File: config.mk
export PLATFORM = sky130hd
export DESIGN_NAME = mem_dma
export DESIGN_NICKNAME = d
export VERILOG_FILES = /design/src/rtl/mem_dma_pkg.sv /design/src/rtl/mem_dma.sv
export SDC_FILE = /design/constraint.sdc
export NUM_CORES = 1
export LEC_CHECK = 0
export CORE_MARGIN = 4
export CORE_UTILIZATION = 54
export CTS_CLUSTER_SIZE = 12
export DETAILED_ROUTE_END_ITERATION = 12
export PLACE_DENSITY_LB_ADDON = 0.1
export SLEW_MARGIN = 25
export SYNTH_ARGS = -nofsm -noshare
export SYNTH_HDL_FRONTEND = slang
export SYNTH_SLANG_ARGS = --single-unit
export TNS_END_PERCENT = 30
File: constraint.sdc
create_clock -name Clk -period 4.61 [get_ports Clk]
set_input_delay 1.383 -clock Clk [delete_from_list [all_inputs] [get_ports Clk]]
set_output_delay 1.383 -clock Clk [all_outputs]
set_load 0.01 [all_outputs]
File: src/rtl/mem_dma_pkg.sv
// Shared types and constants for the mem_dma block-copy engine.
package mem_dma_pkg;

  localparam int DMA_AW = 8;
  localparam logic [DMA_AW:0] LEN_SAT = 9'd256;

  typedef enum logic [1:0] {
    ST_IDLE  = 2'd0,
    ST_READ  = 2'd1,
    ST_WRITE = 2'd2,
    ST_DONE  = 2'd3
  } mem_dma_state_t;

endpackage

File: src/rtl/mem_dma.sv
// Single-channel byte copy engine: alternates READ/WRITE on the shared data
// memory port, advancing only in cycles where the port is granted.
module mem_dma
  import mem_dma_pkg::*;
#(
  parameter int W = 8,
  parameter int A = DMA_AW
) (
  input  logic         Clk,
  input  logic         Reset,
  input  logic         Start,
  input  logic [A-1:0] SrcAddr,
  input  logic [A-1:0] DstAddr,
  input  logic [A:0]   Len,
  input  logic         MemGrant,
  input  logic [W-1:0] MemDataIn,
  output logic [A-1:0] MemAddress,
  output logic         MemWriteEn,
  output logic [W-1:0] MemDataOut,
  output logic         Busy,
  output logic         Done
);

  localparam logic [A-1:0] ADDR_ONE = A'(1);
  localparam logic [A:0]   REM_ONE  = (A+1)'(1);

  mem_dma_state_t state_q, state_d;
  logic [A-1:0]   src_q, src_d;
  logic [A-1:0]   dst_q, dst_d;
  logic [A:0]     rem_q, rem_d;
  logic [W-1:0]   buf_q, buf_d;

  // State and datapath registers with synchronous clear.
  always_ff @(posedge Clk) begin
    if (Reset) begin
      state_q <= ST_IDLE;
      src_q   <= '0;
      dst_q   <= '0;
      rem_q   <= '0;
      buf_q   <= '0;
    end else begin
      state_q <= state_d;
      src_q   <= src_d;
      dst_q   <= dst_d;
      rem_q   <= rem_d;
      buf_q   <= buf_d;
    end
  end

  // Next-state and datapath update; nothing advances without a grant.
  always_comb begin
    state_d = state_q;
    src_d   = src_q;
    dst_d   = dst_q;
    rem_d   = rem_q;
    buf_d   = buf_q;
    case (state_q)
      ST_IDLE: begin
        if (Start) begin
          if (Len == '0) begin
            state_d = ST_DONE;
          end else begin
            src_d   = SrcAddr;
            dst_d   = DstAddr;
            rem_d   = (Len > LEN_SAT) ? LEN_SAT : Len;
            state_d = ST_READ;
          end
        end else begin
          state_d = ST_IDLE;
        end
      end
      ST_READ: begin
        if (MemGrant) begin
          buf_d   = MemDataIn;
          state_d = ST_WRITE;
        end else begin
          state_d = ST_READ;
        end
      end
      ST_WRITE: begin
        if (MemGrant) begin
          src_d   = src_q + ADDR_ONE;
          dst_d   = dst_q + ADDR_ONE;
          rem_d   = rem_q - REM_ONE;
          state_d = (rem_q == REM_ONE) ? ST_DONE : ST_READ;
        end else begin
          state_d = ST_WRITE;
        end
      end
      ST_DONE: state_d = ST_IDLE;
      default: state_d = ST_IDLE;
    endcase
  end

  // Port outputs decode from registered state; the write strobe also
  // follows the grant and is suppressed while reset is being applied.
  always_comb begin
    MemAddress = '0;
    MemDataOut = '0;
    MemWriteEn = 1'b0;
    Busy       = 1'b0;
    Done       = 1'b0;
    case (state_q)
      ST_READ: begin
        MemAddress = src_q;
        Busy       = 1'b1;
      end
      ST_WRITE: begin
        MemAddress = dst_q;
        MemDataOut = buf_q;
        MemWriteEn = MemGrant & ~Reset;
        Busy       = 1'b1;
      end
      ST_DONE: Done = 1'b1;
      default: Busy = 1'b0;
    endcase
  end

endmodule

## Word level (Yosys, flattened, before mapping)

Index checks and enable logic that the tools add are counted.

| word-level totals | value |
|---|---|
| bits in registers | 35 |
| input port bits | 37 |
| output and inout port bits | 19 |
| logic and storage cells | 48 |

| operators by class | value |
|---|---|
| add/subtract/negate cells | 3 |
| magnitude comparators | 1 |
| equal/unequal tests | 7 |
| mux-type cells | 24 |
| bitwise operators | 2 |
| reduce and logical (&&, ||, !) cells | 6 |

Operators by type and width:

| kind | number |
|---|---|
| $mux W8 | 7 |
| $pmux W8 S2 | 3 |
| $mux W9 | 4 |
| $pmux W9 S2 | 1 |
| $add A8 B1 Y8 const B | 2 |
| $mux W2 | 5 |
| $eq A9 B1 Y1 const B | 1 |
| $gt A9 B9 Y1 const B | 1 |
| $logic_not A9 Y1 | 1 |
| $sub A9 B1 Y9 const B | 1 |
| $pmux W2 S4 | 1 |
| $ne A2 B2 Y1 const B | 3 |
| $eq A2 B2 Y1 const B | 2 |
| $reduce_and A4 Y1 | 1 |
| $mux W1 | 3 |
| $eq A2 B1 Y1 const B | 1 |
| $logic_not A2 Y1 | 1 |
| $reduce_and A2 Y1 | 1 |
| $reduce_bool A2 Y1 | 1 |
| $reduce_or A2 Y1 | 1 |
| $and A1 B1 Y1 | 1 |
| $not A1 Y1 | 1 |

## Longest topological paths before layout

Gate-level depths: netlist (run 1).

| depth | value |
|---|---|
| depth in word-level cells | 5 |
| mapped depth | 9 |
| gate-level depth less buffers | 6 |

## Least setup slack after synthesis (run 1)

OpenSTA, ideal clock, no wires.

| timing path | value |
|---|---|
| path kind | input to output |
| from | in Reset |
| to | out MemWriteEn |
| data arrival time | 2.000 ns |
| path slack | 1.227 ns |
| stages | 3 |
| path through | clkbuf_1 > clkbuf_1 > nor2_1 |

| between the ends | value |
|---|---|
| cells in the longest elaborated chain, start to end | 3 |

Ends and longest elaborated chain:

| what | line | RTL |
|---|---|---|
| start: declaration | mem_dma.sv:10 | `input logic Reset,` |
| $not A1 Y1 | mem_dma.sv:111 | `MemWriteEn = MemGrant & ~Reset;` |
| $and A1 B1 Y1 | mem_dma.sv:111 |  |
| $mux W1 | mem_dma.sv:103 | `case (state_q)` |
| end: declaration | mem_dma.sv:18 | `output logic MemWriteEn,` |

Every way passes these cells.

## Worst setup path after layout (run 1)

| timing path | value |
|---|---|
| from | in MemGrant |
| to | out MemWriteEn |

| between the ends | value |
|---|---|
| cells in the longest elaborated chain, start to end | 2 |

Ends and longest elaborated chain:

| what | line | RTL |
|---|---|---|
| start: declaration | mem_dma.sv:15 | `input logic MemGrant,` |
| $and A1 B1 Y1 | mem_dma.sv:111 |  |
| $mux W1 | mem_dma.sv:103 |  |

Every way passes these cells.

==> flow_summary.json, run 1 <==
{
  "status": "finished clean",
  "hold_path.class": "flop to flop",
  "clockRootBuffer": "clkbuf_8",
  "antenna_cells": 0,
  "setup_viol": 0,
  "crit_type": "input pin to primary output",
  "io_buffer_count": 55,
  "antenna_found_initial": 0,
  "register_area_sq_um": 701,
  "grt_max_degree": 41,
  "stdcell_count": 396,
  "min_period_over_period_pct": 88.2,
  "syn-mean-instance-area_sq_um": 8.05,
  "fin_total_pwr_uw": 854,
  "dp.cells": 388,
  "drtIter0Drc": 227,
  "io_pins": 56,
  "critical_path_required_ps": 3230,
  "fmax_mhz": 246,
  "relSlewSlack_pct": 58.6,
  "core_area_sq_um": 4350,
  "grt_use_total_pct": 25.1,
  "vias_per_cell": 6.29,
  "syn_nets": 347,
  "power.share.clock_pct": 29.3,
  "htreeDepth": 2,
  "die-area_sq_um": 5620,
  "nets": 389,
  "area_growth_pct": 25.0,
  "start_kind": "input pin",
  "worst_setup_path_end_kind": "primary output",
  "dieWidth_um": 75.0,
  "power.density_nw_per_um2": 282,
  "min_path_cells": 2,
  "switching_share_pct": 32.6,
  "ir_drop_v": 0.000191,
  "intPower_uw": 576,
  "rows": 24,
  "synth_area_sq_um": 2420,
  "clock_sinks": 35,
  "clock_path_buffers": 2,
  "worstPathArrival_ps": 2680,
  "leakage_uw": 0.00104,
  "finalHoldViolCount": 0,
  "overflow": 0,
  "wire_per_inst_um": 17.4,
  "vias": 2491,
  "cts.repair.resized": 0,
  "fin_skew_ps": 2.80,
  "cap_violations": 0,
  "drcViolationCount": 0,
  "grt_pass1_vias": 2368,
  "power_frac_seq_pct": 42.0,
  "fin_crit_ps": 4070,
  "firstDrtPassIters": 4,
  "detail-route-antenna-nets": 0,
  "synthCells": 301,
  "holdBufCountCts": 0,
  "ys_types": 52,
  "grt_pass1_wl_um": 11100,
  "multiInputGateArea_sq_um": 1530,
  "tritoncts": "done",
  "yosysSeqAreaShare_pct": 28.9,
  "synth-seq-cells": 35,
  "p_sw_uw": 278,
  "report.final.slew_viol_count": 0,
  "start_util_pct": 55.7,
  "worst_pin_slew_ps": 621,
  "crit_fanout": 4,
  "synth-warning-count": 0,
  "drive_gt1_share_pct": 8.14,
  "post-dp-hpwl_um": 4560,
  "grt_setup_unrepaired": "no",
  "cts_buffers": 5,
  "finalSetupTns_ps": 0,
  "ff2ff_path_depth": 7,
  "post_cts_buffers": 0,
  "hold_slack_ps": 452,
  "nFillCells": 367,
  "final_core_util_pct": 69.6,
  "die_y_um": 75.0,
  "power_frac_comb_pct": 28.7,
  "clk_pin_slew_worst_paths_ps": 70,
  "clk_latency_ps": 290,
  "gp_routability_congestion": 0.876,
  "wirelength_um": 6890
}
==> state kept, by name, summed over array words and instances, names as in the netlist <==
| signal | count |
|---|---|
| rem_q | 9 |
| buf_q | 8 |
| dst_q | 8 |
| src_q | 8 |
| state_q | 2 |
==> cell usage after synthesis (all sizes together) <==
master / n / area share [%]
clkbuf: 9 / 1.4
o32ai: 12 / 5.3
o31a: 2 / 0.72
nor3b: 3 / 0.93
a21oi: 27 / 5.7
buf: 16 / 4.7
a32oi: 2 / 0.72
a22oi: 13 / 4.0
mux2: 1 / 0.46
o2bb2ai: 2 / 0.72
o21ai: 4 / 0.98
and4: 3 / 1.1
a31oi: 8 / 2.1
o22ai: 4 / 1.0
o311ai: 3 / 1.1
nor2: 10 / 1.5
nor4: 4 / 2.3
dfxtp: 35 / 29
inv: 12 / 1.9
nor4bb: 1 / 0.41
a41oi: 5 / 1.8
nand4: 2 / 0.52
o31ai: 4 / 1.4
ha: 9 / 4.6
nand2: 42 / 6.6
and4b: 2 / 0.83
nor4b: 1 / 0.36
o21a: 2 / 0.62
and2: 10 / 2.6
nand3: 5 / 1.0
or4: 1 / 0.46
nor3: 17 / 3.9
and3: 5 / 1.3
a311oi: 1 / 0.62
nor2b: 10 / 2.6
a211oi: 9 / 3.0
mux2i: 3 / 1.2
nand2b: 2 / 0.52
==> layout by cell type (no fill, tap or decap), types with 3 or more instances in the layout <==
| cell type | netlist | layout |
|---|---|---|
| and4_1 | 3 | 3 |
| o32ai_2 | 3 | 3 |
| clkbuf_8 | 0 | 7 |
| mux2i_1 | 3 | 3 |
| inv_1 | 12 | 11 |
| nor3_1 | 15 | 15 |
| o31ai_1 | 3 | 3 |
| nor3b_1 | 3 | 3 |
| a22oi_1 | 13 | 13 |
| clkdlybuf4s50_1 | 0 | 55 |
| a21oi_1 | 26 | 26 |
| ha_1 | 9 | 9 |
| buf_4 | 3 | 5 |
| and3_1 | 5 | 5 |
| a31oi_1 | 8 | 8 |
| o22ai_1 | 4 | 4 |
| o32ai_1 | 9 | 9 |
| and2_1 | 10 | 10 |
| a41oi_1 | 5 | 5 |
| a211oi_1 | 8 | 8 |
| nor2b_1 | 10 | 10 |
| dfxtp_1 | 35 | 35 |
| nand3_1 | 5 | 5 |
| nor2_1 | 10 | 10 |
| nand2_1 | 41 | 41 |
==> power groups by stage <==
stage / clock (uW) / combinational [uW] / sequential, uW
2_1_floorplan: 0 / 169 / 355
3_3_place_gp: 0 / 237 / 364
3_5_place_dp: 0 / 239 / 365
4_1_cts: 252 / 242 / 358
5_1_grt: 264 / 268 / 362
6_report: 250 / 245 / 359
==> layer usage <==
layer / GRT usage, % / wire length (um) / vias up / share of wire (%)
met5: 0 / 0 / - / 0
met4: 9.49 / 46 / 0 / 0.67
met3: 5.61 / 493 / 6 / 7.2
met2: 39.5 / 3400 / 98 / 49
met1: 33.5 / 2950 / 1172 / 43
li1: - / - / 1215 / -
==> per-stage QoR <==
step                setup slack (ps)  area [sq um]
finish                           544          3030
global route                     487          3030
CTS                              556          3030
detailed placement               573          2930
global placement                 554          2930
floorplan                       1230          2420
==> critical path, stage by stage <==
cell and delay [ps]:
clkdlybuf4s50_1 480, nand2_1 110, nor2_1 150, clkdlybuf4s50_1 550
==> path summary, 6_finish.rpt <==
check,startpoint,to,slack (ps)
setup / recovery,MemGrant,MemWriteEn,540
hold / removal,buf_q[3]$_SDFFE_PP0P_,buf_q[3]$_SDFFE_PP0P_,450
setup reg to reg,state_q[0]$_SDFF_PP0_,rem_q[8]$_SDFFE_PP0P_,2190
hold reg to reg,buf_q[3]$_SDFFE_PP0P_,buf_q[3]$_SDFFE_PP0P_,450
==> area by class of cell <==
| type | count | area share, % |
|---|---|---|
| clock buffers | 8 | 3.30 |
| repair buffers | 60 | 19.4 |
| inverters | 12 | 1.49 |
| well taps | 52 | 2.15 |
| flip-flops and latches | 35 | 23.1 |
| multi-input cells | 229 | 50.5 |
==> kinds of logic (layout without fill, tap and decap cells) <==
| family | Yosys count | in the layout | synth area share, % |
|---|---|---|---|
| AOI/OAI and AO/OA | 98 | 98 | 29.8 |
| adders and majority gates | 9 | 9 | 4.65 |
| buffers and inverters | 37 | 80 | 7.95 |
| DFF | 35 | 35 | 28.9 |
| muxes | 4 | 4 | 1.70 |
| and+or+nand+nor | 118 | 118 | 26.9 |
Power figures use the tool's default switching activity.
==> inputs of run 2 (changes only) <==
ABC_CLOCK_PERIOD_IN_PS = 4610   (was unset)
CAP_MARGIN = 20   (was unset)
==> results of run 2 <==
Final layout, timing and power as in run 1 (identical DEF).
==> inputs of run 3 (changes only) <==
CORE_UTILIZATION = 30   (was 54)
HOLD_SLACK_MARGIN = 0.02   (was unset)
REMOVE_ABC_BUFFERS = 1   (was unset)
==> run 3 against run 2 <==
  * Sequential power barely moved
  * First-iteration DRC count fell by 38%
  * Global-route usage fell by 9.7 points
  * Highest routed layer unchanged
  * Worst setup slack got worse by 49 ps
==> flow_summary.json, run 3 (synthesis results as in run 1) <==
{
  "status": "finished clean",
  "clockRootBuffer": "clkbuf_8",
  "post_cts_buffers": 0,
  "worst_path_most_repeated_cell": "clkdlybuf4s50_1",
  "antenna_cells": 0,
  "final_cell_mix": "55 x clkdlybuf4s50_1, 41 x nand2_1, 35 x dfxtp_1",
  "hold_slack_ps": 450,
  "drive_gt1_share_pct": 8.38,
  "slowest_stage": "clkdlybuf4s50_1",
  "p_sw_uw": 285,
  "nets": 391,
  "finalHoldViolCount": 0,
  "top_layer": "met4",
  "grt_pass1_vias": 2369,
  "grt_setup_unrepaired": "no",
  "setup_viol": 0,
  "dr_wl_met2_um": 3540,
  "clock_path_buffers": 2,
  "die_y_um": 97.9,
  "min_path_cells": 2,
  "switching_share_pct": 33.1,
  "firstDrtPassIters": 5,
  "ir_drop_v": 0.000127,
  "grt_pass1_wl_um": 12100,
  "post-dp-hpwl_um": 5330,
  "crit_fanout": 4,
  "power.share.clock_pct": 29.7,
  "intPower_uw": 577,
  "hold_path.class": "flop to flop",
  "vias": 2454,
  "worst_setup_path_end_kind": "primary output",
  "drt-met1-wl_um": 3520,
  "design_area_sq_um": 3110,
  "worstPathArrival_ps": 2730,
  "fin_crit_ps": 4120,
  "leakage_uw": 0.00105,
  "min_period_over_period_pct": 89.3,
  "wire_per_inst_um": 16.8,
  "ff2ff_path_depth": 9,
  "critPathTopFamily": "buffers and inverters",
  "fmax_mhz": 243,
  "max_stage_delay_ps": 550,
  "power.density_nw_per_um2": 278,
  "area_growth_pct": 28.2,
  "io_pins": 56,
  "drtIter0Drc": 141,
  "wirelength_um": 7530,
  "cap_violations": 0,
  "regMostFlops": "rem_q",
  "drcViolationCount": 0,
  "antenna_found_initial": 0,
  "start_kind": "input pin",
  "grt_use_total_pct": 15.4,
  "cp_cell_sequence": "clkdlybuf4s50_1 -> nand2_1 -> nor2_1 -> clkdlybuf4s50_1",
  "dieWidth_um": 97.9,
  "power_frac_comb_pct": 28.8,
  "htreeDepth": 2,
  "hp-start": "buf_q[6]$_SDFFE_PP0P_",
  "r2r-end": "dst_q[3]$_SDFFE_PP0P_",
  "timing.rr.start": "state_q[0]$_SDFF_PP0_",
  "io_buffer_count": 55,
  "holdBufCountCts": 0,
  "worst_pin_slew_ps": 676,
  "core_area_sq_um": 7810,
  "vias_per_cell": 5.48,
  "relSlewSlack_pct": 54.9,
  "cts_buffers": 5,
  "met3WireLength_um": 408,
  "fin_skew_ps": 3.93,
  "finalSetupTns_ps": 0,
  "largest_reg_flops": 9,
  "final_core_util_pct": 39.8,
  "cts.repair.resized": 0,
  "layout_commonest_cell": "clkdlybuf4s50_1",
  "worst_slack_ps": 495,
  "tritoncts": "done",
  "critical_path_required_ps": 3230,
  "overflow": 0,
  "crit_type": "input pin to primary output",
  "r2r_slack_ps": 2010,
  "detail-route-antenna-nets": 0,
  "post-place-ws_ps": 462,
  "clk_pin_slew_worst_paths_ps": 70,
  "grt_max_degree": 35,
  "power_frac_seq_pct": 41.5,
  "report.final.slew_viol_count": 0,
  "clock_sinks": 35,
  "clk_latency_ps": 290,
  "start_util_pct": 31.0,
  "path_buf_inv": 2,
  "hold-path-endpoint": "buf_q[6]$_SDFFE_PP0P_",
  "rows": 32,
  "placed_area_sq_um": 3010,
  "gp_routability_congestion": 0.784,
  "die-area_sq_um": 9580
}
[run 3: cell types whose count changed in the layout (fill, tap and decap cells not counted), sizes merged]
| cell | delta |
|---|---|
| buf | +2 |
[run 3: cell type report]
type,count,area [sq um]
well taps,102,128
clock buffers,8,100
flip-flops and latches,35,701
fillers,821,4700
inverters,12,45.0
repair buffers,62,603
multi-input cells,229,1530
[run 3: worst max-delay path by stage]
| stage | start | to | slack, ps | cells past startpoint |
|---|---|---|---|---|
| global placement | MemGrant | MemWriteEn | 470 | 4 |
| detailed placement | MemGrant | MemWriteEn | 460 | 4 |
| CTS | MemGrant | MemWriteEn | 460 | 4 |
| finish | MemGrant | MemWriteEn | 490 | 4 |
| global route | MemGrant | MemWriteEn | 450 | 4 |
| floorplan | MemGrant | MemWriteEn | 1540 | 2 |
[run 3: power by group through the flow]
stage               Combinational [uW]  Sequential [uW]  Clock (uW)
finish                             249              358         256
global route                       274              363         277
CTS                                250              358         263
detailed placement                 249              365           0
global placement                   250              365           0
floorplan                          152              356           0
[run 3: layer usage]
| layer | global-route usage [%] | vias up |
|---|---|---|
| li1 | - | 1219 |
| met1 | 20.9 | 1153 |
| met2 | 25.1 | 77 |
| met3 | 3.21 | 5 |
| met4 | 3.41 | 0 |
| met5 | 0 | - |
[run 3: tightest hold or removal path, cell delays in order (launching register included)]
cell     delay, ps
dfxtp_1        310
nand2_1         50
a21oi_1         50
[run 3: through the flow]
stage | total power [uW] | std cells
final | 863 | 448
after global routing | 914 | 448
after CTS | 871 | 448
after detailed placement | 614 | 440
after global placement | 615 | 440
after floorplan | 508 | 276
